File: config.mk
export PLATFORM = sky130hd
export DESIGN_NAME = stack_rpn_ctrl
export DESIGN_NICKNAME = d
export VERILOG_FILES = /design/src/rtl/stack_rpn_ctrl.sv
export SDC_FILE = /design/constraint.sdc
export NUM_CORES = 1
export LEC_CHECK = 0
export ABC_CLOCK_PERIOD_IN_PS = 4700
export BUFFER_PORTS_ARGS = -buffer_cell sky130_fd_sc_hd__clkbuf_2
export CORE_ASPECT_RATIO = 1.5
export CORE_UTILIZATION = 63
export CTS_BUF_LIST = sky130_fd_sc_hd__clkbuf_16
export CTS_CLUSTER_SIZE = 12
export DETAILED_ROUTE_END_ITERATION = 8
export PLACE_DENSITY = 0.87
export REMOVE_ABC_BUFFERS = 1
export SYNTH_ARGS = -nofsm -noshare
export SYNTH_HDL_FRONTEND = slang
export SYNTH_SLANG_ARGS = --single-unit
File: constraint.sdc
create_clock -name clk -period 4.7 [get_ports clk]
set_clock_uncertainty 0.15 [all_clocks]
set_input_delay 0.235 -clock clk [delete_from_list [all_inputs] [get_ports clk]]
set_output_delay 0.235 -clock clk [all_outputs]
set_load 0.01 [all_outputs]
File: src/rtl/stack_rpn_ctrl.sv
// stack_rpn_ctrl: RPN command sequencer driving an external 16-bit stack through push/pop strobes.
module stack_rpn_ctrl (
  input  logic        clk,
  input  logic        rst,
  input  logic        cmd_valid,
  output logic        cmd_ready,
  input  logic [2:0]  cmd_op,
  input  logic [15:0] cmd_imm,
  output logic        stk_push,
  output logic        stk_pop,
  output logic [15:0] stk_data,
  input  logic [15:0] stk_top,
  input  logic [4:0]  stk_ptr,
  output logic        res_valid,
  output logic [15:0] res_data,
  output logic        err,
  output logic [1:0]  err_code
);
  localparam logic [2:0] OP_PUSHI = 3'b000;
  localparam logic [2:0] OP_ADD   = 3'b001;
  localparam logic [2:0] OP_SUB   = 3'b010;
  localparam logic [2:0] OP_AND   = 3'b011;
  localparam logic [2:0] OP_OR    = 3'b100;
  localparam logic [2:0] OP_DROP  = 3'b110;
  localparam logic [2:0] OP_ILL   = 3'b111;
  typedef enum logic [2:0] {IDLE, POPB, POPA, CAPA, EXEC, PUSH} state_t;
  state_t      state_q, state_d;
  logic [2:0]  op_q, op_d;
  logic [15:0] a_q, b_q, res_q, res_d, alu;
  logic        err_q, err_d;
  logic [1:0]  code_q, code_d;
  logic [4:0]  need;
  assign need = (cmd_op == OP_DROP) ? 5'd1 : 5'd2;
  assign alu = (op_q == OP_ADD) ? a_q + b_q :
               (op_q == OP_SUB) ? a_q - b_q :
               (op_q == OP_AND) ? a_q & b_q :
               (op_q == OP_OR)  ? a_q | b_q : a_q ^ b_q;
  always_comb begin
    state_d = state_q;
    op_d    = op_q;
    res_d   = res_q;
    err_d   = 1'b0;
    code_d  = code_q;
    unique case (state_q)
      IDLE: if (cmd_valid) begin
        op_d = cmd_op;
        if (cmd_op == OP_ILL) {err_d, code_d} = 3'b111;
        else if (cmd_op == OP_PUSHI) begin
          if (stk_ptr == 5'd31) {err_d, code_d} = 3'b110;
          else begin
            state_d = PUSH;
            res_d   = cmd_imm;
          end
        end
        else if (stk_ptr < need) {err_d, code_d} = 3'b101;
        else state_d = POPB;
      end
      POPB: state_d = (op_q == OP_DROP) ? IDLE : POPA;
      POPA: state_d = CAPA;
      CAPA: state_d = EXEC;
      EXEC: begin
        res_d   = alu;
        state_d = PUSH;
      end
      PUSH: state_d = IDLE;
      default: state_d = IDLE;
    endcase
  end
  // stk_top shows each popped element one cycle after its pop strobe
  always_ff @(posedge clk or posedge rst) begin
    if (rst) begin
      state_q <= IDLE;
      op_q    <= '0;
      a_q     <= '0;
      b_q     <= '0;
      res_q   <= '0;
      err_q   <= 1'b0;
      code_q  <= '0;
    end else begin
      state_q <= state_d;
      op_q    <= op_d;
      a_q     <= (state_q == CAPA) ? stk_top : a_q;
      b_q     <= (state_q == POPA) ? stk_top : b_q;
      res_q   <= res_d;
      err_q   <= err_d;
      code_q  <= code_d;
    end
  end
  assign cmd_ready = (state_q == IDLE);
  assign stk_push  = (state_q == PUSH);
  assign stk_pop   = (state_q == POPB) || (state_q == POPA);
  assign stk_data  = stk_push ? res_q : '0;
  assign res_valid = stk_push;
  assign res_data  = res_q;
  assign err       = err_q;
  assign err_code  = code_q;
endmodule

==> impl_results.md, run 1 <==
- Outcome: finished clean
- Sequential cell area: roughly 0.0014 sq mm
- Full die area: between 0.008 and 0.009 sq mm
- CP endpoint: res_data[10]$_DFFE_PP0P_
- Mean area per synthesized cell: around 8.3 sq um
- Vias in the first global route: 5058
- MaxCap Viol Count: 0
- FILL cells: 614
- Sequential share of the synthesized area: between 20% and 30%
- Root Buffer: clkbuf_16
- Post-synth EDFFs: 0
- First-pass GRT wire length: around 25 mm
- Tightest Hold Check Type: input port to flop
- Number of top-level pins: between 80 and 90
- GRT Resource Usage Total: roughly 38%
- Area leader, netlist: dfrtp_1
- CTS Buf Count: 9
- Worst Setup Path Type: flop to flop
- Postcts setup bufs: 0
- Initial antenna violation count: 0
- Mapped Area: 0.00530 sq mm
- ANT cells: 0
- Cells along the critical path: inv_1 > ha_1 > fa_1 > or2_2 > a211oi_1 > o31ai_1 > a21oi_1 > mux2i_1 > a221oi_2
- Req. time, crit path: 4800 ps
- Yosys cell types: 76
- Slew Viols, Final: 0
- Worst-Margin Slew: 1140 ps
- Slowest CP cell: fa_1
- CTS tree: built
- Hold WS: about 11 ps
- Clk_lat worst skew: 340 ps
- Die span in x: between 70 and 80 microns
- Max Clk Rate: ~330 MHz
- Worst R2R Path Depth: 9
- Most frequent cells in the layout: 81 x clkbuf_2, 57 x dfrtp_1, 55 x nand2_1, 48 x ha_1
- Clock sink total: 57
- Core box area: 0.00806 sq mm
- Worst Setup Start Kind: flop
- First DRT Iteration DRCs: 636
- Area taken by multi-input logic gates: between 0.003 and 0.004 sq mm
- Via/cell ratio: ~6.5
- RSZ-0062 raised after global routing: false
- Most common cell after layout, fill and taps aside: clkbuf_2
- Core Rows: 40
- Final Hold Fails: 0
- WP data arrival: roughly 3100 ps
- Largest net degree at the start of global routing: 58
- Worst setup path start: a_q[0]$_DFFE_PP0N_
- WP depth: 9
- TNS Setup: 0 ps
- RR Endpoint: res_data[10]$_DFFE_PP0P_
- IO buf count: between 80 and 90
- CP Capture Type: flop
- Slew margin rel.: about a quarter
- Reg2Reg Setup Slack: 1660 ps
- Fin crit share: 64.6%
- Yosys top cell area share: 26.9%
- Final worst path period need: 3040 ps
- Layout area overhead: 15.4%
- Dpl hpwl: around 11 mm
- Overflow after GRT: 0
- Wirelength per Cell: between 15 and 20 microns
- Post-synthesis async set-or-reset flop share: between 90% and 100%
- Post-synth top flop: dfrtp_1
- # resized after CTS: 0
- Worst R2R Start: a_q[0]$_DFFE_PP0N_
- Max stage delay on crit path: 410 ps
- Die height: between 100 and 150 microns
- Longest Clk Path Bufs: 2
- Final Net Count: 797
- Htree depth: 3
- Drt total wl: roughly 16 mm
- Vias: 5261
- Leak: between 2 and 3 nW
- Post-place setup slack: approximately 1700 ps
- Cell family with most CP delay: compound AO/OA/AOI/OAI gates
- Placer Congestion: between 0.9 and 1
- Cells after Synth: 639
- Reg clk slew, reported paths: approximately 50 ps
- Final worst-path setup slack: ~1700 ps
- Final setup viols: 0
- # DRC: 0
- Layout cells sized above 1: about a fifth
- Synth warn: 0
- Final ANT Viol Nets: 0
- Maximum VDD drop: approximately 600 uV
- Pwr/cell area: about 900 mW/mm^2
- TritonRoute pass-1 iters: 8
- Final core utilization: 75.9%
- CP Max Fanout: 3
- Synth Register Bits: 57
- Starting density of the core: about two thirds
- Buf/Inv on CP: 1
- Synth area leaders: dfrtp_1 27%, ha_1 11%, mux2_2 4.9%
## worst min-delay path by stage
stage / start / to / slack (ps) / cells after the start
global placement: rst / a_q[10]$_DFFE_PP0N_ / 300 / 3
floorplan: stk_top[0] / b_q[0]$_DFFE_PP0N_ / 200 / 2
CTS: stk_top[15] / a_q[15]$_DFFE_PP0N_ / 8 / 2
global route: stk_top[15] / a_q[15]$_DFFE_PP0N_ / 30 / 2
finish: stk_top[11] / b_q[11]$_DFFE_PP0N_ / 10 / 3
detailed placement: rst / a_q[11]$_DFFE_PP0N_ / 310 / 3
## logic make-up after synthesis
kind of cell | count (synthesis) | synth area share [%]
mux | 39 | 8.00
fa+ha+maj | 55 | 13.0
buf+inv | 92 | 7.13
flops | 57 | 26.9
xor+xnor | 7 | 1.16
simple gates | 194 | 18.2
compound gates | 195 | 25.5
## where the power goes
part	total [mW]	switching, mW	internal, mW
combinational	3.71	2.27	1.44
clock	0.684	0.231	0.454
sequential	1.05	0.312	0.733
total	5.44	2.82	2.62
## area by class of cell
| type | count | area share [%] |
|---|---|---|
| tap | 105 | 2.15 |
| timing repair buffer | 99 | 9.45 |
| clock inverter | 7 | 1.29 |
| clock buffer | 9 | 3.68 |
| multi-input combinational | 490 | 57.2 |
| inverter | 47 | 2.88 |
| sequential | 57 | 23.3 |
## tightest hold or removal path: cells and delay by family
family	cells	cell delay, ps
AO/OA/AOI/OAI	1	70
buffers and inverters	1	100
AND/OR/NAND/NOR	1	50
## synthesized netlist by cell type, drive strengths merged, types with 10 or more instances
cell type	count
o22ai	12
inv	47
a211oi	13
mux2	24
nor2b	11
nor3	17
and2	18
a21oi	37
o21ai	49
nand2	56
mux2i	15
clkbuf	21
nand3	10
dfrtp	57
ha	48
buf	24
nor2	42
## stage by stage
stage          cells  total power, mW  cell area [sq um]
2_1_floorplan    594             3.58               5100
3_3_place_gp     783             4.55               5660
3_5_place_dp     783             4.61               5660
4_1_cts          814             5.33               6120
5_1_grt          814             5.80               6120
6_report         814             5.44               6120
## per-layer routing
| metal | share of wire (%) | global-route usage, % | vias up |
|---|---|---|---|
| met2 | 49 | 64.3 | 300 |
| met3 | 7.0 | 6.93 | 52 |
| met5 | 0 | 0 | - |
| li1 | - | - | 2440 |
| met1 | 40 | 45.9 | 2469 |
| met4 | 3.9 | 17.8 | 0 |
## repair_timing
action / 4_1_cts / 5_1_grt
setup endpoints to repair: 0 / 0
endpoints found under the hold margin: 78 / 0
hold buffers: 15 / 0
## registers in the layout, indices dropped and copies added (netlist names)
name and flops:
a_q 16, b_q 16, res_data 16, op_q 3
state_q 3, err_code 2, err 1
No activity file was read; power rests on OpenSTA's default activity.
==> run 2: changes to the inputs <==
- ABC_CLOCK_PERIOD_IN_PS: 4700 -> 3000
- CORE_UTILIZATION: 63 -> 59
- PLACE_DENSITY: 0.87 -> 0.82
- clock period: 4.7 -> 3 ns (I/O delays scaled with it)
==> run 2 against run 1 <==
Core utilization is 2.6 points lower; combinational power is 67% higher; final cell count rose by 5.0%; critical path depth unchanged; critical path type unchanged; clock-buffer cell count unchanged; sequential share of layout area decreased by 1.1 points; register-to-register slack worse by 1500 ps.
==> impl_results.md, run 2 (same netlist as run 1, synthesis figures left out) <==
- Reg2Reg Setup Slack: 190 ps (-1480 ps)
- GRT Resource Usage Total: 37.9% (+0.15 points)
- First DRT Iteration DRCs: 545 (-14%)
- Placer Congestion: 0.978 (+1.2%)
- Post-place setup slack: 203 ps (-1520 ps)
- Final worst path period need: 2810 ps (-225 ps)
- Htree depth: 3 (unchanged)
- Clock sink total: 57 (unchanged)
- Worst hold start: cmd_imm[7]
- Slew Viols, Final: 0 (unchanged)
- IO buf count: 81 (unchanged)
- # resized after CTS: 0 (unchanged)
- Final Hold Fails: 0 (unchanged)
- Outcome: finished clean
- Largest net degree at the start of global routing: 33 (-43%)
- Most common cell after layout, fill and taps aside: clkbuf_2
- Cell count of the worst hold path: 3 (unchanged)
- Reg clk slew, reported paths: 50 ps (about the same)
- MaxCap Viol Count: 0 (unchanged)
- Layout cells sized above 1: 22.0% (+2.7 points)
- Vias: 5367 (+2.0%)
- CP Max Fanout: 3 (unchanged)
- Core box area: 0.00878 sq mm (+8.9%)
- Postcts setup bufs: 0 (unchanged)
- Sequential cell area: 0.00143 sq mm (unchanged)
- Longest Clk Path Bufs: 2 (unchanged)
- Final Net Count: 833 (+4.5%)
- Worst R2R Start: a_q[0]$_DFFE_PP0N_
- Max Clk Rate: 355 MHz (+8.0%)
- Worst Setup Path Type: flop to flop
- First-pass GRT wire length: 26.7 mm (+4.7%)
- Overflow after GRT: 0 (unchanged)
- Vias in the first global route: 5310 (+5.0%)
- Maximum VDD drop: 784 uV (+31%)
- RSZ-0062 raised after global routing: false
- Placed instance count: 812 (+3.7%)
- Drt total wl: 17.2 mm (+7.9%)
- Req. time, crit path: 3050 ps (-1750 ps)
- Leak: 3.03 nW (+5.4%)
- CTS Buf Count: 9 (unchanged)
- Die span in x: 79.4 microns (+3.2%)
- Cell Count, Final, Fillers Out: 855 (+5.0%)
- Worst Setup Start Kind: flop
- Full die area: 0.00937 sq mm (+6.6%)
- Pwr/cell area: 1370 mW/mm^2 (+54%)
- ANT cells: 0 (unchanged)
- Most frequent cells in the layout: 81 x clkbuf_2, 57 x dfrtp_1, 55 x nand2_1, 48 x ha_1, 47 x o21ai_0
- Hold WS: 8.00 ps (-3.39 ps)
- Number of top-level pins: 82 (unchanged)
- WP data arrival: 2870 ps (-270 ps)
- Clk_lat worst skew: 330 ps (about the same)
- CP Capture Type: flop
- Total power: 8.83 mW (+62%)
- Die height: 118 microns (+3.3%)
- Final ANT Viol Nets: 0 (unchanged)
- Worst Hold End: res_data[7]$_DFFE_PP0P_
- TNS Setup: 0 ps (unchanged)
- Root Buffer: clkbuf_16
- Slew margin rel.: 36.0% (+12 points)
- Worst-Margin Slew: 956 ps (-183 ps)
- Via/cell ratio: 6.28 (-2.9%)
- Final setup viols: 0 (unchanged)
- # DRC: 0 (unchanged)
- Worst R2R Path Depth: 9 (unchanged)
- Area taken by multi-input logic gates: 0.00350 sq mm (unchanged)
- Fin crit share: 93.8% (+29 points)
- CTS tree: built
- RR Endpoint: res_data[10]$_DFFE_PP0P_
- Hold_buf cts: 27 (+12)
- Dpl hpwl: 12.5 mm (+11%)
- Tightest Hold Check Type: input port to flop
- Initial antenna violation count: 0 (unchanged)
- FILL cells: 681 (+11%)
- Layout area overhead: 21.3%
- TritonRoute pass-1 iters: 6 (-2)
- Core Rows: 42 (+5.0%)
- Final worst-path setup slack: 187 ps (-1480 ps)
- Starting density of the core: 60.4% (-5.4 points)
- Wirelength per Cell: 20.1 microns (+2.7%)
[run 2: cell type report]
class | instances | share of cell area [%]
Timing Repair Buffer | 135 | 13.7
Clock buffer | 9 | 3.50
Multi-Input combinational cell | 490 | 54.4
Inverter | 47 | 2.74
Tap cell | 110 | 2.14
Clock inverter | 7 | 1.32
Sequential cell | 57 | 22.2
[run 2: power breakdown]
| part | switching (mW) | leakage [nW] | total, mW | internal [mW] |
|---|---|---|---|---|
| Sequential | 0.395 | 0.686 | 1.55 | 1.15 |
| Combinational | 3.73 | 2.20 | 6.20 | 2.47 |
| Clock | 0.366 | 0.150 | 1.08 | 0.717 |
[run 2: routing by layer]
metal	up-vias	track usage, %	wire (microns)
li1	2504	-	-
met1	2479	43.5	6580
met2	314	65.3	8430
met3	70	6.67	1290
met4	0	20.2	900
met5	-	0	0
[run 2: worst max-delay path by stage]
| stage | from | end | slack [ps] | cells past startpoint |
|---|---|---|---|---|
| after floorplan | state_q[1]$_DFFE_PP0P_ | b_q[0]$_DFFE_PP0N_ | 420 | 2 |
| after global placement | a_q[0]$_DFFE_PP0N_ | res_data[10]$_DFFE_PP0P_ | 250 | 9 |
| after detailed placement | a_q[0]$_DFFE_PP0N_ | res_data[10]$_DFFE_PP0P_ | 200 | 9 |
| after CTS | a_q[0]$_DFFE_PP0N_ | res_data[10]$_DFFE_PP0P_ | 190 | 9 |
| after global routing | a_q[0]$_DFFE_PP0N_ | res_data[10]$_DFFE_PP0P_ | 1 | 9 |
| final | a_q[0]$_DFFE_PP0N_ | res_data[10]$_DFFE_PP0P_ | 190 | 9 |
[run 2: worst max-delay path, stage by stage (launching register included)]
cell      delay [ps]
dfrtp_1          370
inv_1             80
ha_1             220
fa_1             410
or2_2            330
a211oi_1         290
o31ai_1          160
a21oi_1          320
mux2i_1          270
a221oi_2          80
[run 2: through the flow]
| stage | cell area (sq um) | utilization [%] |
|---|---|---|
| final | 6430 | 73.3 |
| after floorplan | 5100 | - |
| after global placement | 5850 | 66.7 |
| after global routing | 6430 | 73.3 |
| after CTS | 6430 | 73.3 |
| after detailed placement | 5850 | 66.7 |
